$ cat config.mk
export PLATFORM = sky130hd
export DESIGN_NAME = taillight_sequencer
export DESIGN_NICKNAME = d
export VERILOG_FILES = /design/src/rtl/taillight_sequencer.sv
export SDC_FILE = /design/constraint.sdc
export NUM_CORES = 1
export LEC_CHECK = 0
export ABC_AREA = 0
export CAP_MARGIN = 20
export CORE_MARGIN = 2
export CORE_UTILIZATION = 52
export DETAILED_ROUTE_END_ITERATION = 8
export PLACE_DENSITY = 0.77
export SYNTH_ARGS = -nofsm -noshare
export SYNTH_HDL_FRONTEND = slang
export SYNTH_SLANG_ARGS = --single-unit
$ cat constraint.sdc
create_clock -name clk -period 2.2 [get_ports clk]
set_input_delay 0.33 -clock clk [delete_from_list [all_inputs] [get_ports clk]]
set_output_delay 0.33 -clock clk [all_outputs]
set_load 0.005 [all_outputs]
$ cat src/rtl/taillight_sequencer.sv
// Three-lamp sequential turn signal with hazard and brake overlay.
// Ports:
//   clk, reset (async, active-high)
//   left, right, hazard, brake: level requests, already synchronous to clk
//   la/lb/lc, ra/rb/rc: left/right lamps, inner to outer
//   busy: high when not IDLE
//   tick: one-cycle pulse on the last cycle of each step
module taillight_sequencer #(
    parameter int unsigned TICK_DIV = 4
) (
    input  logic clk,
    input  logic reset,
    input  logic left,
    input  logic right,
    input  logic hazard,
    input  logic brake,
    output logic la,
    output logic lb,
    output logic lc,
    output logic ra,
    output logic rb,
    output logic rc,
    output logic busy,
    output logic tick
);

    typedef enum logic [1:0] {
        IDLE,
        LSEQ,
        RSEQ,
        HAZ
    } state_t;

    localparam logic [7:0] CNT_LAST = 8'(TICK_DIV - 1);

    state_t     state, state_nx;
    logic [7:0] cnt, cnt_nx;
    logic [1:0] step, step_nx;
    logic       phase, phase_nx;

    logic       both;
    logic       own_req;
    logic       other_req;
    state_t     other_seq;
    logic [2:0] pat;
    logic [2:0] lamp_l, lamp_r;

    assign both = left & right;
    assign busy = (state != IDLE);
    assign tick = busy && (cnt == CNT_LAST);

    always_ff @(posedge clk or posedge reset) begin
        if (reset) begin
            state <= IDLE;
            cnt   <= 8'd0;
            step  <= 2'd0;
            phase <= 1'b0;
        end else begin
            state <= state_nx;
            cnt   <= cnt_nx;
            step  <= step_nx;
            phase <= phase_nx;
        end
    end

    always_comb begin
        own_req   = (state == LSEQ) ? left  : right;
        other_req = (state == LSEQ) ? right : left;
        other_seq = (state == LSEQ) ? RSEQ  : LSEQ;
    end

    always_comb begin
        state_nx = state;
        cnt_nx   = tick ? 8'd0 : cnt + 8'd1;
        step_nx  = step;
        phase_nx = phase;
        unique case (state)
            IDLE: begin
                cnt_nx   = 8'd0;
                step_nx  = 2'd0;
                phase_nx = 1'b0;
                if (hazard || both) state_nx = HAZ;
                else if (left)      state_nx = LSEQ;
                else if (right)     state_nx = RSEQ;
            end
            LSEQ, RSEQ: begin
                if (hazard) begin
                    // Hazard cuts the sequence short, starting a fresh flash.
                    state_nx = HAZ;
                    cnt_nx   = 8'd0;
                    step_nx  = 2'd0;
                    phase_nx = 1'b0;
                end else if (tick) begin
                    step_nx = step + 2'd1;
                    // Opposite-side requests are only honoured here, at
                    // the end of step3, so a sequence always completes.
                    if (step == 2'd3) begin
                        if (own_req)        state_nx = state;
                        else if (both)      state_nx = HAZ;
                        else if (other_req) state_nx = other_seq;
                        else                state_nx = IDLE;
                    end
                end
            end
            HAZ: begin
                if (tick) begin
                    phase_nx = ~phase;
                    // Both levers held together count as a hazard request.
                    if (!(hazard || both)) begin
                        state_nx = IDLE;
                        step_nx  = 2'd0;
                        phase_nx = 1'b0;
                    end
                end
            end
            default: state_nx = IDLE;
        endcase
    end

    always_comb begin
        pat = 3'b000;
        unique case (step)
            2'd0: pat = 3'b100;
            2'd1: pat = 3'b110;
            2'd2: pat = 3'b111;
            2'd3: pat = 3'b000;
            default: pat = 3'b000;
        endcase
    end

    always_comb begin
        lamp_l = {3{brake}};
        lamp_r = {3{brake}};
        unique case (state)
            LSEQ: lamp_l = pat;
            RSEQ: lamp_r = pat;
            HAZ: begin
                lamp_l = {3{~phase}};
                lamp_r = {3{~phase}};
            end
            default: ;
        endcase
    end

    assign {la, lb, lc} = lamp_l;
    assign {ra, rb, rc} = lamp_r;

endmodule

## Word level (Yosys, flattened, before mapping)

Cells that the tools add are included.

- Register bits after elaboration: 13
- Output and inout port bits: 8

- Reduce and logical (&&, ||, !) cells: 9
- Multiplexer cells: 28
- Equality and inequality tests: 14
- Bitwise operators: 2
- $add $sub $neg: 2

Operator list:

| kind | count |
|---|---|
| 2-to-1 mux 2 bit | 14 |
| 2-to-1 mux 8 bit | 2 |
| case mux 8 bit (2 select lines) | 1 |
| case mux 2 bit (3 select lines) | 2 |
| case mux 3 bit (2 select lines) | 2 |
| case mux 3 bit (4 select lines) | 1 |
| inequality test 3 bit, second input constant | 3 |
| adder 8 x 1 -> 8 bit, second input constant | 1 |
| == test 2 bit, second input constant | 4 |
| == test 8 x 2 -> 1 bit, second input constant | 1 |
| inequality test 2 bit, second input constant | 3 |
| AND reduction 6 bit | 1 |
| 2-to-1 mux 1 bit | 5 |
| == test 2 x 1 -> 1 bit, second input constant | 2 |
| zero test 2 bit | 2 |
| inequality test 4 bit, second input constant | 1 |
| case mux 1 bit (3 select lines) | 1 |
| AND reduction 3 bit | 1 |
| adder 2 x 1 -> 2 bit, second input constant | 1 |
| AND reduction 2 bit | 1 |
| nonzero test 2 bit | 1 |
| OR reduction 2 bit | 1 |
| bitwise AND 1 bit | 1 |
| logical AND 1 bit | 1 |
| 2 further kinds | 2 |

## Longest topological paths before layout

- Depth in word-level cells: 9
- Gate-level depth with buffers: 7
- Mapped depth without buffers: 7

## Least setup slack after synthesis

Ideal clock, no wire load.

- Path kind: register -> register
- From: reg state[0]
- To: reg state[0]
- Data arrival time: 1.763 ns
- Slack: 0.358 ns
- Stages on the path, launching flop included: 8
- Setup time: 0.079 ns
- Cells stage by stage: dfrtp_1 inv_1 ha_1 nor2b_1 clkbuf_1 o22a_1 a221oi_4 mux2i_1

- Cells in the longest elaborated chain, start to end: 9
- Elaborated cells on any way between the ends: 24
- Classes of those cells: eq/ne: 9; mux: 10; reduce/logical: 5

RTL lines:

| item | line | source |
|---|---|---|
| from (decl) | 36 | `state_t state, state_nx;` |
| from (signal assigned) | 59 | `state <= state_nx;` |
| == test 2 x 1 -> 1 bit | -- |  |
| 2-to-1 mux 2 bit or 2-to-1 mux 1 bit (tied branches) | 69, 68 |  |
| 2-to-1 mux 2 bit | 100 | `else if (other_req) state_nx = other_seq;` |
| 2-to-1 mux 2 bit | 99 | `else if (both) state_nx = HAZ;` |
| 2-to-1 mux 2 bit | 98 | `if (own_req) state_nx = state;` |
| 2-to-1 mux 2 bit | 97 | `if (step == 2'd3) begin` |
| 2-to-1 mux 2 bit | 93 | `end else if (tick) begin` |
| 2-to-1 mux 2 bit | 87 | `if (hazard) begin` |
| case mux 2 bit (3 select lines) | 77 | `unique case (state)` |

Parallel ways exist; a longest one is shown, timed or not. The select of a mux whose other input is x is not followed.
A chain may end at the register's enable or synchronous reset.

## Worst setup path in the final report

- From: reg state[1]
- To: reg state[1]

The elaborated chain is that of the path after synthesis.

==> results.yml <==
run_status:
  run_status: "complete, no violations"
final_layout:
  multiInputGateArea_um2: 591
  diodes: 0
  final_area_um2: 1200
  drive_above_1_share_pct: 20.0
  register_area_um2: 325
  syn_to_final_growth_pct: 29.8
  final_cells: 150
  fillers: 136
  fin_nets: 142
clocking:
  cts.sinks: 13
  ctsHoldBuffers: 0
  tritoncts: "done"
  cts_made_buffers: 3
  cts_root_buf: "clkbuf_4"
  clk_pin_slew_ns: 0.09
  clk_latency_ns: 0.29
  htree_levels: 1
  clockBufferDepth: 2
synthesis:
  synth_nets: 116
  synth.cell_area_um2: 928
  synth_seq_cells: 13
  synth_edf_count: 0
  syn_inst: 100
  synthTopCellsByCount: "dfrtp_1, nor2_1, nand2_1, ha_1, inv_1"
  synth-seq-area-share_pct: 35.0
  yosysWarningCount: 0
  synth_top_area_cell: "dfrtp_1"
  synth_ff_type: "dfrtp_1"
  avgSynthCellArea_um2: 9.28
  synth_top_area_share_pct: 35.0
  yosysMostFrequentCell: "dfrtp_1"
  async_flop_share_pct: 100
  ys_types: 29
  synth_area_leaders: "dfrtp_1, ha_1, nor2_1"
placement:
  dp.cells: 141
  numPortBuffers: 13
  dp_hpwl_mm: 1.46
  placement.cell_area_um2: 1120
  gp_congestion: 0.719
  place_ws_ns: 0.153
critical_path:
  cpPeakStageDelay_ns: 0.39
  worstPathCellList: "buf_4, inv_2, ha_2, nor4_4, nand2_2, buf_4, o22a_2, a221oi_4, mux2i_1"
  cp.arrival_ns: 2.27
  regToRegSetupSlack_ns: 0.14
  slowest_stage: "dfrtp_1"
  worst_ep_required_time_ns: 2.42
  path_class: "flop to flop"
  r2r_end: "state[1]"
  startpoint_type: "flop"
  cpMostUsedCell: "buf_4"
  reg2reg_from: "state[1]"
  rr_worst_depth: 9
  crit_path_end_kind: "flop"
  cp_max_fo: 5
power_and_ir_drop:
  power.share.clock_pct: 11.7
  p_sw_uw: 549
  p_leak_nw: 0.588
  p_seq_share_pct: 23.4
  internal-power_uw: 810
  ir_drop_v: 0.000792
  p_per_area_nw_per_um2: 1130
  combPwrFrac_pct: 64.9
  swShare_pct: 40.4
detailed_routing:
  wl_per_cell_um: 12.7
  first_iter_violations: 8
  drc: 0
  viasPerCell: 5.14
  ant_nets: 0
  drt_first_pass_iters: 4
  wirelength_mm: 1.91
  vias: 771
floorplan:
  dieArea_um2: 2140
  die_h_um: 46.3
  start_util_pct: 54.4
  rows: 15
  core-area_um2: 1710
  io-pin-count: 14
  die_w_um: 46.3
timing:
  fmaxAchievable_ghz: 0.486
  setup_slack_ns: 0.142
  period_share_pct: 93.6
  period_needed_ns: 2.06
  clock_skew_ns: 0.00219
  tns_ns: 0
  tightest_slew_ns: 0.509
  slew_viol_final: 0
  max_slew_margin_pct: 66.0
  hold_viol: 0
  setup-violations-final: 0
  rsz0062_at_grt: "false"
hold_path:
  min_path_type: "primary input to asynchronous set/reset pin"
job:
  max_cap_violations: 0
global_routing:
  grt_start_max_net_pins: 14
  overflow: 0
  antenna_found_initial: 0
  grt_pass1_wl_mm: 3.23
  grt_pass1_vias: 748
  grt_usage_pct: 21.3
[cell families (layout without fill, tap and decap cells)]
| group | after synthesis | after routing | share of synthesized area [%] |
|---|---|---|---|
| fa+ha+maj | 10 | 10 | 13.5 |
| xor+xnor | 6 | 6 | 5.66 |
| mux | 3 | 3 | 3.23 |
| flops | 13 | 13 | 35.0 |
| simple gates | 38 | 38 | 22.5 |
| compound gates | 21 | 21 | 16.4 |
| buf+inv | 9 | 34 | 3.64 |
[how the worst max path moves through the flow]
stage,endpoint,slack [ns],from,cells past startpoint
floorplan,state[0],0.36,state[0],7
global placement,tick,0.21,state[0],6
detailed placement,tick,0.15,state[0],6
CTS,rc,-0.0004,state[0],5
global route,state[1],0.009,state[1],9
finish,state[1],0.14,state[1],9
[critical path, delay by kind of cell (launching register included)]
| kind | cells | cell delay [ns] |
|---|---|---|
| AOI/OAI and AO/OA | 2 | 0.50 |
| muxes | 1 | 0.23 |
| buffers and inverters | 3 | 0.34 |
| adders and majority gates | 1 | 0.20 |
| and+or+nand+nor | 2 | 0.32 |
| DFF | 1 | 0.39 |
[layer usage]
metal | vias to the layer above | share of wire [%] | global-route usage, %
li1 | 389 | - | -
met1 | 357 | 46 | 27.4
met2 | 22 | 49 | 36.1
met3 | 3 | 4.2 | 3.53
met4 | 0 | 1.0 | 6.86
met5 | - | 0 | 0
[power groups by stage]
stage                     clock (mW)  combinational, mW  sequential, mW
after floorplan                    0              0.507           0.317
after global placement             0              0.801           0.325
after detailed placement           0              0.823           0.327
after CTS                      0.162              0.850           0.318
after global routing           0.172              0.967           0.324
final                          0.159              0.882           0.318
[per-stage QoR]
step                hold slack, ns  util [%]  power (mW)
floorplan                    0.207         -       0.824
global placement             0.474      65.3        1.13
detailed placement           0.471      65.3        1.15
CTS                          0.370      68.9        1.33
global route                 0.400      70.5        1.46
finish                       0.357      70.5        1.36
[sequential cells by signal, summed over array words and instances (netlist names)]
signal and cells:
state 2, cnt 8, step 2, phase 1
[timing repair]
action	4_1_cts	5_1_grt
resized for setup	8	7
pin swaps	2	1
setup buffers	4	1
setup endpoints to repair	7	3
[cell usage in the layout, fill, tap and decap left out]
master            n
o21ai_0           7
a31oi_1           1
a21oi_1           2
nand2_1          11
dlymetal6s2s_1    3
ha_4              1
dfrtp_1          13
xor2_1            3
nand2b_1          3
nand3_1           3
o21a_1            3
a221oi_4          1
ha_1              6
nor2_1           12
clkdlybuf4s50_1   6
inv_1             6
clkbuf_4          3
dlygate4sd2_1     4
inv_2             2
a32o_1            1
and3_1            1
mux2i_1           3
nor2b_1           3
ha_2              3
o22ai_1           1
and2_1            1
nor4b_4           1
o21ai_1           1
xnor2_1           3
buf_4             9
o22a_2            1
clkinv_2          1
nor4_4            1
or2_2             1
a21o_1            2
a21boi_0          1
nand2_2           1
[final cells by class]
class / count / area share [%]
clock inverters: 1 / 0.415
flip-flops and latches: 13 / 27.0
inverters: 8 / 2.49
repair buffers: 22 / 16.6
clock buffers: 3 / 1.87
multi-input cells: 78 / 49.0
well taps: 25 / 2.60
Note: power is estimated with default switching activity, not from simulation.
